<file path="config.mk">
export PLATFORM = sky130hd
export DESIGN_NAME = expr_vector_harness
export DESIGN_NICKNAME = d
export VERILOG_FILES = /design/src/rtl/expr_harness_pkg.sv /design/src/rtl/expr_misr32.sv /design/src/rtl/expr_vector_harness.sv
export SDC_FILE = /design/constraint.sdc
export NUM_CORES = 1
export LEC_CHECK = 0
export CORE_ASPECT_RATIO = 0.5
export CORE_MARGIN = 2
export CORE_UTILIZATION = 33
export DETAILED_ROUTE_END_ITERATION = 10
export PLACE_DENSITY = 0.69
export SYNTH_ARGS = -nofsm -noshare
export SYNTH_HDL_FRONTEND = slang
export SYNTH_HIERARCHICAL = 1
export SYNTH_SLANG_ARGS = --single-unit
export TNS_END_PERCENT = 30
</file>
<file path="constraint.sdc">
create_clock -name clk -period 3.3 [get_ports clk]
set_input_delay 0.99 -clock clk [delete_from_list [all_inputs] [get_ports clk]]
set_output_delay 0.99 -clock clk [all_outputs]
set_load 0.01 [all_outputs]
</file>
<file path="src/rtl/expr_harness_pkg.sv">
// Shared types, constants and next-state helpers for the expression vector harness.
package expr_harness_pkg;

  // Run-control states of the harness sequencer.
  typedef enum logic [1:0] {
    ST_IDLE    = 2'd0,
    ST_SETTLE  = 2'd1,
    ST_CAPTURE = 2'd2,
    ST_DONE    = 2'd3
  } state_t;

  // Galois right-shift feedback taps for the 64-bit stimulus LFSR.
  localparam logic [63:0] LFSR_MASK = 64'hD800_0000_0000_0000;
  // CRC-32 polynomial used as MISR feedback.
  localparam logic [31:0] CRC_POLY  = 32'h04C11DB7;
  // Signature value at the start of every run.
  localparam logic [31:0] MISR_INIT = 32'hFFFF_FFFF;

  // Operand bit-slices of the LFSR state (lsb position and width).
  localparam int A0_LSB = 0;   localparam int A0_W = 4;
  localparam int A1_LSB = 4;   localparam int A1_W = 5;
  localparam int A2_LSB = 9;   localparam int A2_W = 6;
  localparam int A3_LSB = 15;  localparam int A3_W = 4;
  localparam int A4_LSB = 19;  localparam int A4_W = 5;
  localparam int A5_LSB = 24;  localparam int A5_W = 6;
  localparam int B0_LSB = 30;  localparam int B0_W = 4;
  localparam int B1_LSB = 34;  localparam int B1_W = 5;
  localparam int B2_LSB = 39;  localparam int B2_W = 6;
  localparam int B3_LSB = 45;  localparam int B3_W = 4;
  localparam int B4_LSB = 49;  localparam int B4_W = 5;
  localparam int B5_LSB = 54;  localparam int B5_W = 6;

  // One step of the Galois LFSR.
  function automatic logic [63:0] lfsr_next(input logic [63:0] s);
    logic [63:0] fb;
    if (s[0]) begin
      fb = LFSR_MASK;
    end else begin
      fb = 64'd0;
    end
    return (s >> 1) ^ fb;
  endfunction

  // Compress the 90-bit result bus into one 32-bit word.
  function automatic logic [31:0] misr_fold(input logic [89:0] y);
    return y[31:0] ^ y[63:32] ^ {6'b0, y[89:64]};
  endfunction

  // One MISR step: CRC-style shift with the folded result mixed in.
  function automatic logic [31:0] misr_next(input logic [31:0] m, input logic [89:0] y);
    logic [31:0] fb;
    if (m[31]) begin
      fb = CRC_POLY;
    end else begin
      fb = 32'd0;
    end
    return {m[30:0], 1'b0} ^ fb ^ misr_fold(y);
  endfunction

endpackage

</file>
<file path="src/rtl/expr_misr32.sv">
// 32-bit multiple-input signature register compacting the 90-bit result bus.
module expr_misr32
  import expr_harness_pkg::*;
(
  input  logic        clk,
  input  logic        reset,
  input  logic        init,
  input  logic        en,
  input  logic [89:0] y,
  output logic [31:0] sig
);

  logic [31:0] sig_r;

  // Signature register: init has priority over a capture step.
  always_ff @(posedge clk or posedge reset) begin
    if (reset) begin
      sig_r <= 32'd0;
    end else if (init) begin
      sig_r <= MISR_INIT;
    end else if (en) begin
      sig_r <= misr_next(sig_r, y);
    end else begin
      sig_r <= sig_r;
    end
  end

  assign sig = sig_r;

endmodule

</file>
<file path="src/rtl/expr_vector_harness.sv">
// Stimulus driver (LFSR operands) and response compactor (MISR) for expression blocks.
module expr_vector_harness
  import expr_harness_pkg::*;
#(
  parameter logic [63:0] SEED          = 64'h1,
  parameter logic [15:0] NUM_VECTORS   = 16'd256,
  parameter int unsigned SETTLE_CYCLES = 32'd1
) (
  input  logic               clk,
  input  logic               reset,
  input  logic               start,
  output logic               busy,
  output logic               done,
  output logic [15:0]        vec_count,
  output logic [31:0]        signature,
  output logic        [3:0]  a0,
  output logic        [4:0]  a1,
  output logic        [5:0]  a2,
  output logic signed [3:0]  a3,
  output logic signed [4:0]  a4,
  output logic signed [5:0]  a5,
  output logic        [3:0]  b0,
  output logic        [4:0]  b1,
  output logic        [5:0]  b2,
  output logic signed [3:0]  b3,
  output logic signed [4:0]  b4,
  output logic signed [5:0]  b5,
  input  logic [89:0]        y
);

  // A zero seed would lock the LFSR, so it is replaced by 1.
  localparam logic [63:0] SEED_EFF = (SEED == 64'd0) ? 64'd1 : SEED;
  localparam int CNT_W = (SETTLE_CYCLES > 32'd1) ? $clog2(SETTLE_CYCLES) : 1;
  localparam logic [CNT_W-1:0] SETTLE_LAST = CNT_W'(SETTLE_CYCLES - 32'd1);

  if (NUM_VECTORS == 16'd0) begin : g_bad_num_vectors
    $error("expr_vector_harness: NUM_VECTORS must be in 1..65535");
  end
  if (SETTLE_CYCLES == 32'd0) begin : g_bad_settle
    $error("expr_vector_harness: SETTLE_CYCLES must be at least 1");
  end

  state_t            state_r;
  state_t            next_state;
  logic [63:0]       lfsr_r;
  logic [15:0]       vec_count_r;
  logic [15:0]       vec_count_inc;
  logic [CNT_W-1:0]  settle_cnt_r;
  logic              busy_r;
  logic              done_r;
  logic              load_s;
  logic              capture_s;

  assign vec_count_inc = vec_count_r + 16'd1;

  // Next-state and run-control strobes.
  always_comb begin
    next_state = state_r;
    load_s     = 1'b0;
    capture_s  = 1'b0;
    case (state_r)
      ST_IDLE, ST_DONE: begin
        if (start) begin
          next_state = ST_SETTLE;
          load_s     = 1'b1;
        end else begin
          next_state = state_r;
        end
      end
      ST_SETTLE: begin
        if (settle_cnt_r == SETTLE_LAST) begin
          next_state = ST_CAPTURE;
        end else begin
          next_state = ST_SETTLE;
        end
      end
      ST_CAPTURE: begin
        capture_s = 1'b1;
        if (vec_count_inc == NUM_VECTORS) begin
          next_state = ST_DONE;
        end else begin
          next_state = ST_SETTLE;
        end
      end
      default: begin
        next_state = ST_IDLE;
      end
    endcase
  end

  // State register plus registered busy/done flags derived from the next state.
  always_ff @(posedge clk or posedge reset) begin
    if (reset) begin
      state_r <= ST_IDLE;
      busy_r  <= 1'b0;
      done_r  <= 1'b0;
    end else begin
      state_r <= next_state;
      busy_r  <= (next_state == ST_SETTLE) || (next_state == ST_CAPTURE);
      done_r  <= (next_state == ST_DONE);
    end
  end

  // Stimulus LFSR: seeded on start, stepped once per captured vector.
  always_ff @(posedge clk or posedge reset) begin
    if (reset) begin
      lfsr_r <= 64'd0;
    end else if (load_s) begin
      lfsr_r <= SEED_EFF;
    end else if (capture_s) begin
      lfsr_r <= lfsr_next(lfsr_r);
    end else begin
      lfsr_r <= lfsr_r;
    end
  end

  // Vector counter: cleared on start, bumped on every capture.
  always_ff @(posedge clk or posedge reset) begin
    if (reset) begin
      vec_count_r <= 16'd0;
    end else if (load_s) begin
      vec_count_r <= 16'd0;
    end else if (capture_s) begin
      vec_count_r <= vec_count_inc;
    end else begin
      vec_count_r <= vec_count_r;
    end
  end

  // Settle counter: counts cycles in SETTLE, cleared on start and after each capture.
  always_ff @(posedge clk or posedge reset) begin
    if (reset) begin
      settle_cnt_r <= '0;
    end else if (load_s || capture_s) begin
      settle_cnt_r <= '0;
    end else if (state_r == ST_SETTLE) begin
      settle_cnt_r <= settle_cnt_r + CNT_W'(1);
    end else begin
      settle_cnt_r <= settle_cnt_r;
    end
  end

  expr_misr32 u_misr (
    .clk   (clk),
    .reset (reset),
    .init  (load_s),
    .en    (capture_s),
    .y     (y),
    .sig   (signature)
  );

  assign busy      = busy_r;
  assign done      = done_r;
  assign vec_count = vec_count_r;

  // Operands are plain slices of the LFSR register, stable for a whole vector.
  assign a0 = lfsr_r[A0_LSB +: A0_W];
  assign a1 = lfsr_r[A1_LSB +: A1_W];
  assign a2 = lfsr_r[A2_LSB +: A2_W];
  assign a3 = $signed(lfsr_r[A3_LSB +: A3_W]);
  assign a4 = $signed(lfsr_r[A4_LSB +: A4_W]);
  assign a5 = $signed(lfsr_r[A5_LSB +: A5_W]);
  assign b0 = lfsr_r[B0_LSB +: B0_W];
  assign b1 = lfsr_r[B1_LSB +: B1_W];
  assign b2 = lfsr_r[B2_LSB +: B2_W];
  assign b3 = $signed(lfsr_r[B3_LSB +: B3_W]);
  assign b4 = $signed(lfsr_r[B4_LSB +: B4_W]);
  assign b5 = $signed(lfsr_r[B5_LSB +: B5_W]);

endmodule

</file>
After elaboration in Yosys (flattened, before gate mapping)
Index checks and enable logic that the tools add are counted.
W data, S select, Z words.
{"block": "classes", "addsub": 2, "eq_ne": 7, "mux": 21, "bitwise": 5, "n_reduce_logical": 6}
{"cell": "$mux W64", "count": 5}
{"cell": "$mux W32", "count": 4}
{"cell": "$xor A32 B32 Y32", "count": 3}
{"cell": "$xor A63 B64 Y64", "count": 1}
{"cell": "$mux W16", "count": 2}
{"cell": "$xor A32 B26 Y32", "count": 1}
{"cell": "$mux W27", "count": 1}
{"cell": "$add A16 B1 Y16 const B", "count": 1}
{"cell": "$eq A16 B9 Y1 const B", "count": 1}
{"cell": "$eq A2 B2 Y1 const B", "count": 4}
{"cell": "$mux W2", "count": 3}
{"cell": "$pmux W2 S3", "count": 1}
{"cell": "$mux W1", "count": 5}
{"cell": "$eq A2 B1 Y1 const B", "count": 2}
{"cell": "$reduce_bool A2 Y1", "count": 2}
{"cell": "$logic_not A2 Y1", "count": 1}
{"cell": "$logic_or A1 B1 Y1", "count": 2}
{"cell": "$reduce_or A2 Y1", "count": 1}
{"cell": "$add A1 B1 Y1 const B", "count": 1}
{"block": "word_totals", "regBits": 117, "out_inout_bits": 110, "word_cells": 48}

Longest topological paths before layout
{"block": "depth", "word_depth": 8, "mapped_depth": 9}

Hierarchy
Netlist, hierarchy kept.
{"mod": "expr_vector_harness", "n_inst": 1, "cells_per_inst": 400, "area_per_inst_um2": 4267.8, "seq_area_each_um2": 2127.0}
{"mod": "expr_misr32", "n_inst": 1, "cells_per_inst": 200, "area_per_inst_um2": 2293.4, "seq_area_each_um2": 800.8}

Worst setup path after synthesis
No wires, ideal clock.
{"block": "synth_timing", "kind": "register to register", "from": "register vec_count_r[0], in the netlist vec_count[0]", "to": "register busy_r, in the netlist busy", "setup_time_ns": 0.126, "arrival_time_ns": 2.127, "required_ns": 3.174, "setup_slack_ns": 1.047, "stages_incl_launch_ff": 8, "synth_period_minus_slack_ns": 2.253, "cell_sequence": "dfrtp_1 -> ha_1 -> nand3_2 -> or4_1 -> o32a_1 -> nor3_2 -> a31o_1 -> ha_1"}
{"block": "synth_via", "elab_chain_cells": 6}
{"item": "start: declaration", "line": "expr_vector_harness.sv:46", "text": "logic [15:0] vec_count_r;"}
{"item": "start signal: assignment", "line": "expr_vector_harness.sv:124", "text": "vec_count_r <= vec_count_inc;"}
{"item": "start signal: assignment", "line": "expr_vector_harness.sv:126", "text": "vec_count_r <= vec_count_r;"}
{"item": "$add A16 B1 Y16 (*)", "line": "expr_vector_harness.sv:54", "text": "assign vec_count_inc = vec_count_r + 16'd1;"}
{"item": "$eq A16 B9 Y1 (*)", "line": "expr_vector_harness.sv:79", "text": "if (vec_count_inc == NUM_VECTORS) begin"}
{"item": "$mux W2 (*)", "line": "expr_vector_harness.sv:79"}
{"item": "$pmux W2 S3 (*)", "line": "expr_vector_harness.sv:61", "text": "case (state_r)"}
{"item": "via next_state[1]", "line": "expr_vector_harness.sv:44", "text": "state_t next_state;"}
{"item": "$eq A2 B1 Y1 or $eq A2 B2 Y1 (tied branches)", "line": "expr_vector_harness.sv:99", "text": "busy_r <= (next_state == ST_SETTLE) || (next_state == ST_CAPTURE);"}
{"item": "$logic_or A1 B1 Y1 (*)", "line": "expr_vector_harness.sv:99"}
{"item": "end signal: assignment", "line": "expr_vector_harness.sv:99"}
{"item": "end: declaration", "line": "expr_vector_harness.sv:49", "text": "logic busy_r;"}
The timed path passes the listed nets; every way through them passes the cells marked *.
A chain may end at the register's enable or synchronous reset.

Worst setup path after layout
{"block": "layout_timing", "from": "register u_misr.sig_r[31], in the netlist u_misr/sig[31]", "to": "output signature[31]"}
{"item": "start: declaration", "line": "expr_misr32.sv:13", "text": "logic [31:0] sig_r;"}
{"item": "start signal: assignment", "line": "expr_misr32.sv:22", "text": "sig_r <= misr_next(sig_r, y);"}
{"item": "start signal: assignment", "line": "expr_misr32.sv:24", "text": "sig_r <= sig_r;"}
{"item": "end: declaration", "line": "expr_vector_harness.sv:15", "text": "output logic [31:0] signature,"}
No word-level cell between the ends.

==> impl_metrics.env <==
export IMPL_timing_final_setup_violations=0
export IMPL_die_width_um=203
export IMPL_drc=0
export IMPL_fin_skew_ns=0.00845
export IMPL_clk_insertion_delay_late_ns=0.41
export IMPL_io_pins=203
export IMPL_overflow=0
export IMPL_wire_per_inst_um=15.0
export IMPL_syn_nets=698
export IMPL_grt_first_pass_wirelength_mm=24.7
export IMPL_hold_viol=0
export IMPL_finalMaxSlewViolations=0
export IMPL_post_route_min_period_ns=2.63
export IMPL_max_cap_violations=0
export IMPL_via_per_inst=4.54
export IMPL_cp_data_required_time_ns=2.31
export IMPL_antenna_violations_before_repair=0
export IMPL_cts_repair_timing_setup_buffer_count=0
export IMPL_worstPathArrival_ns=1.64
export IMPL_grt_usage=0.150
export IMPL_vias=4619
export IMPL_status="complete, no violations"
export IMPL_synth_top_area_share=0.446
export IMPL_synthArstFlopShare=1.00
export IMPL_core_region_area_mm2=0.0195
export IMPL_post_cts_resized_instances=0
export IMPL_hp_class="flip-flop to flip-flop"
export IMPL_post_synth_instance_area_mm2=0.00656
export IMPL_max_freq_mhz=380
export IMPL_tritoncts_num_buffers=17
export IMPL_placement_io_buffers=202
export IMPL_setup_tns_final_ns=0
export IMPL_synth_warning_count=6
export IMPL_number_of_rows_created_at_floorplan=36
export IMPL_crit_path_start_kind="flip-flop"
export IMPL_drt_first_iter_violations=157
export IMPL_clock_sinks=117
export IMPL_root_buffer="sky130_fd_sc_hd__clkbuf_16"
export IMPL_max_vdd_ir_drop_mv=0.387
export IMPL_initial_utilization=0.337
export IMPL_area_growth_syn_to_layout_pct=37.9
export IMPL_globalplace_congestion=0.806
export IMPL_worst_pin_slew_ns=0.699
export IMPL_detailed_place_hpwl_mm=11.2
export IMPL_critPathCaptureType="output port"
export IMPL_synth_top_cells_by_area="sky130_fd_sc_hd__dfrtp_1, sky130_fd_sc_hd__mux2i_1, sky130_fd_sc_hd__xnor2_1"
export IMPL_htree_num_levels=4
export IMPL_tritoncts_clock_tree="built"
export IMPL_slew_limit_headroom=0.534
export IMPL_synthDistinctLibCells=44
export IMPL_synth_ff_latch_count=117
export IMPL_antenna_violating_nets_post_route=0
export IMPL_die_y_um=104
export IMPL_final_period_utilization=0.798
export IMPL_grt_pass1_vias=4669
export IMPL_synth_seq_area_share=0.446
export IMPL_synthesis_area_per_instance_um2=10.9
export IMPL_power_density_mw_per_mm2=742
export IMPL_antenna_cells_inserted=0
export IMPL_sum_of_routed_wire_length_over_all_layers_mm=15.2
export IMPL_setup_repair_after_global_routing_missed_its_margin="false"
export IMPL_fin_nets=836
export IMPL_synth_edff_count=0
export IMPL_ctsHoldBuffers=0
export IMPL_synth_top_area_cell="sky130_fd_sc_hd__dfrtp_1"
export IMPL_finish_utilization=0.465
export IMPL_dieArea_mm2=0.0211
export IMPL_final_layout_size_suffix_gt1_frac=0.0692
export IMPL_synth_cells=600
export IMPL_max_clock_path_buffers=2
export IMPL_static_leakage_power_uw=0.00373
export IMPL_synth_top_cells_by_count="sky130_fd_sc_hd__dfrtp_1, sky130_fd_sc_hd__nor2_1, sky130_fd_sc_hd__xnor2_1"
export IMPL_detailedRoute_firstPassIterationCount=4
export IMPL_clk_transition_reported_paths_ns=0.05
export IMPL_dominantRegCellSynth="sky130_fd_sc_hd__dfrtp_1"
export IMPL_critPathMaxFanout=16
export IMPL_setup_worst_path_class="flip-flop to output port"
export IMPL_yosysMostFrequentCell="sky130_fd_sc_hd__dfrtp_1"
export IMPL_grt_start_max_net_pins=88
## sequential cells by signal (all words and copies together) (netlist names)
| signal | cells |
|---|---|
| vec_count | 16 |
| u_misr/sig | 32 |
| settle_cnt_r | 1 |
| done | 1 |
| busy | 1 |
| state_r | 2 |
| lfsr_r | 64 |
## cell families (layout without fill, tap and decap cells)
logic type,Yosys count,count (layout),share of synthesized area
adder cells (fa/ha/maj),5,5,0.00953
AO/OA/AOI/OAI,71,71,0.0727
AND/OR/NAND/NOR,137,137,0.105
flip-flops,117,117,0.446
buffers and inverters,101,252,0.0988
XOR/XNOR,107,107,0.173
multiplexers,62,62,0.0946
## area by class of cell
cell class	instances	area (µm²)
fillers	1826	10400
multi-input cells	382	3010
flip-flops and latches	117	2930
repair buffers	210	2090
clock buffers	23	478
well taps	266	333
clock inverters	9	173
inverters	10	38.8
## per-stage QoR
step	total power (µW)	hold slack, ns	area [µm²]	instances	setup WS (ns)
finish	6720	0.527	9050	1017	0.667
global route	7130	0.577	9050	1017	0.597
CTS	6830	0.533	9050	1017	0.635
detailed placement	4750	0.528	8400	985	0.801
global placement	4710	0.504	8400	985	0.836
floorplan	3800	0.491	6560	600	0.117
## per-layer routing
metal	vias up	track usage	routed length, µm
met3	17	0.0588	1250
met2	141	0.242	7220
met4	0	0.0568	225
met1	2218	0.181	6560
met5	-	0	0
li1	2243	-	-
## critical path, stage by stage, from the launching register on
cell,delay [ns]
sky130_fd_sc_hd__dfrtp_1,0.32
sky130_fd_sc_hd__buf_4,0.29
sky130_fd_sc_hd__clkdlybuf4s50_1,0.61
## layout by cell type, fill, tap and decap left out, types with 2 or more instances in the layout
cell,synthesis,layout
sky130_fd_sc_hd__o32a_1,3,3
sky130_fd_sc_hd__clkbuf_8,0,3
sky130_fd_sc_hd__a21oi_1,18,18
sky130_fd_sc_hd__a211o_1,20,20
sky130_fd_sc_hd__dfrtp_1,117,117
sky130_fd_sc_hd__clkbuf_16,0,17
sky130_fd_sc_hd__or3_2,2,2
sky130_fd_sc_hd__nand4_1,7,7
sky130_fd_sc_hd__nand2_1,9,9
sky130_fd_sc_hd__clkdlybuf4s50_1,0,202
sky130_fd_sc_hd__o21ai_0,6,6
sky130_fd_sc_hd__xnor3_1,12,12
sky130_fd_sc_hd__ha_1,5,4
sky130_fd_sc_hd__nand3_1,2,2
sky130_fd_sc_hd__nor2b_1,20,20
sky130_fd_sc_hd__bufinv_16,0,5
sky130_fd_sc_hd__xnor2_2,2,2
sky130_fd_sc_hd__or3_1,4,4
sky130_fd_sc_hd__clkbuf_1,15,3
sky130_fd_sc_hd__nand4_4,2,2
sky130_fd_sc_hd__o31ai_1,2,2
sky130_fd_sc_hd__o21ai_1,12,12
sky130_fd_sc_hd__buf_4,62,7
sky130_fd_sc_hd__xnor2_1,68,68
sky130_fd_sc_hd__inv_1,10,9
sky130_fd_sc_hd__a211oi_1,5,5
sky130_fd_sc_hd__a31oi_1,2,2
sky130_fd_sc_hd__nor2_1,78,77
sky130_fd_sc_hd__xor2_1,24,24
sky130_fd_sc_hd__mux2i_1,62,62
sky130_fd_sc_hd__nor3_1,4,4
sky130_fd_sc_hd__clkinv_2,0,4
## report_power, final
group          internal [µW]  switching [µW]  total, µW
Combinational           1510            1200       2710
Clock                   1400             633       2030
Sequential              1710             271       1980
Total                   4620            2100       6720
## final timing paths
check | cells past startpoint | startpoint | slack [ns] | end
min in group asynchronous | 2 | reset | 0.77 | lfsr_r[57]$_DFFE_PP0P_
worst max register to register | 7 | vec_count[0]$_DFFE_PP0P_ | 0.79 | busy$_DFF_PP0_
max in group asynchronous | 3 | reset | 1.76 | lfsr_r[22]$_DFFE_PP0P_
worst min register to register | 2 | lfsr_r[62]$_DFFE_PP0P_ | 0.53 | lfsr_r[61]$_DFFE_PP0P_
worst min-delay path | 2 | lfsr_r[62]$_DFFE_PP0P_ | 0.53 | lfsr_r[61]$_DFFE_PP0P_
worst max-delay path | 2 | u_misr/sig[31]$_DFFE_PP0P_ | 0.67 | signature[31]
Note: power is estimated with default switching activity, not from simulation.
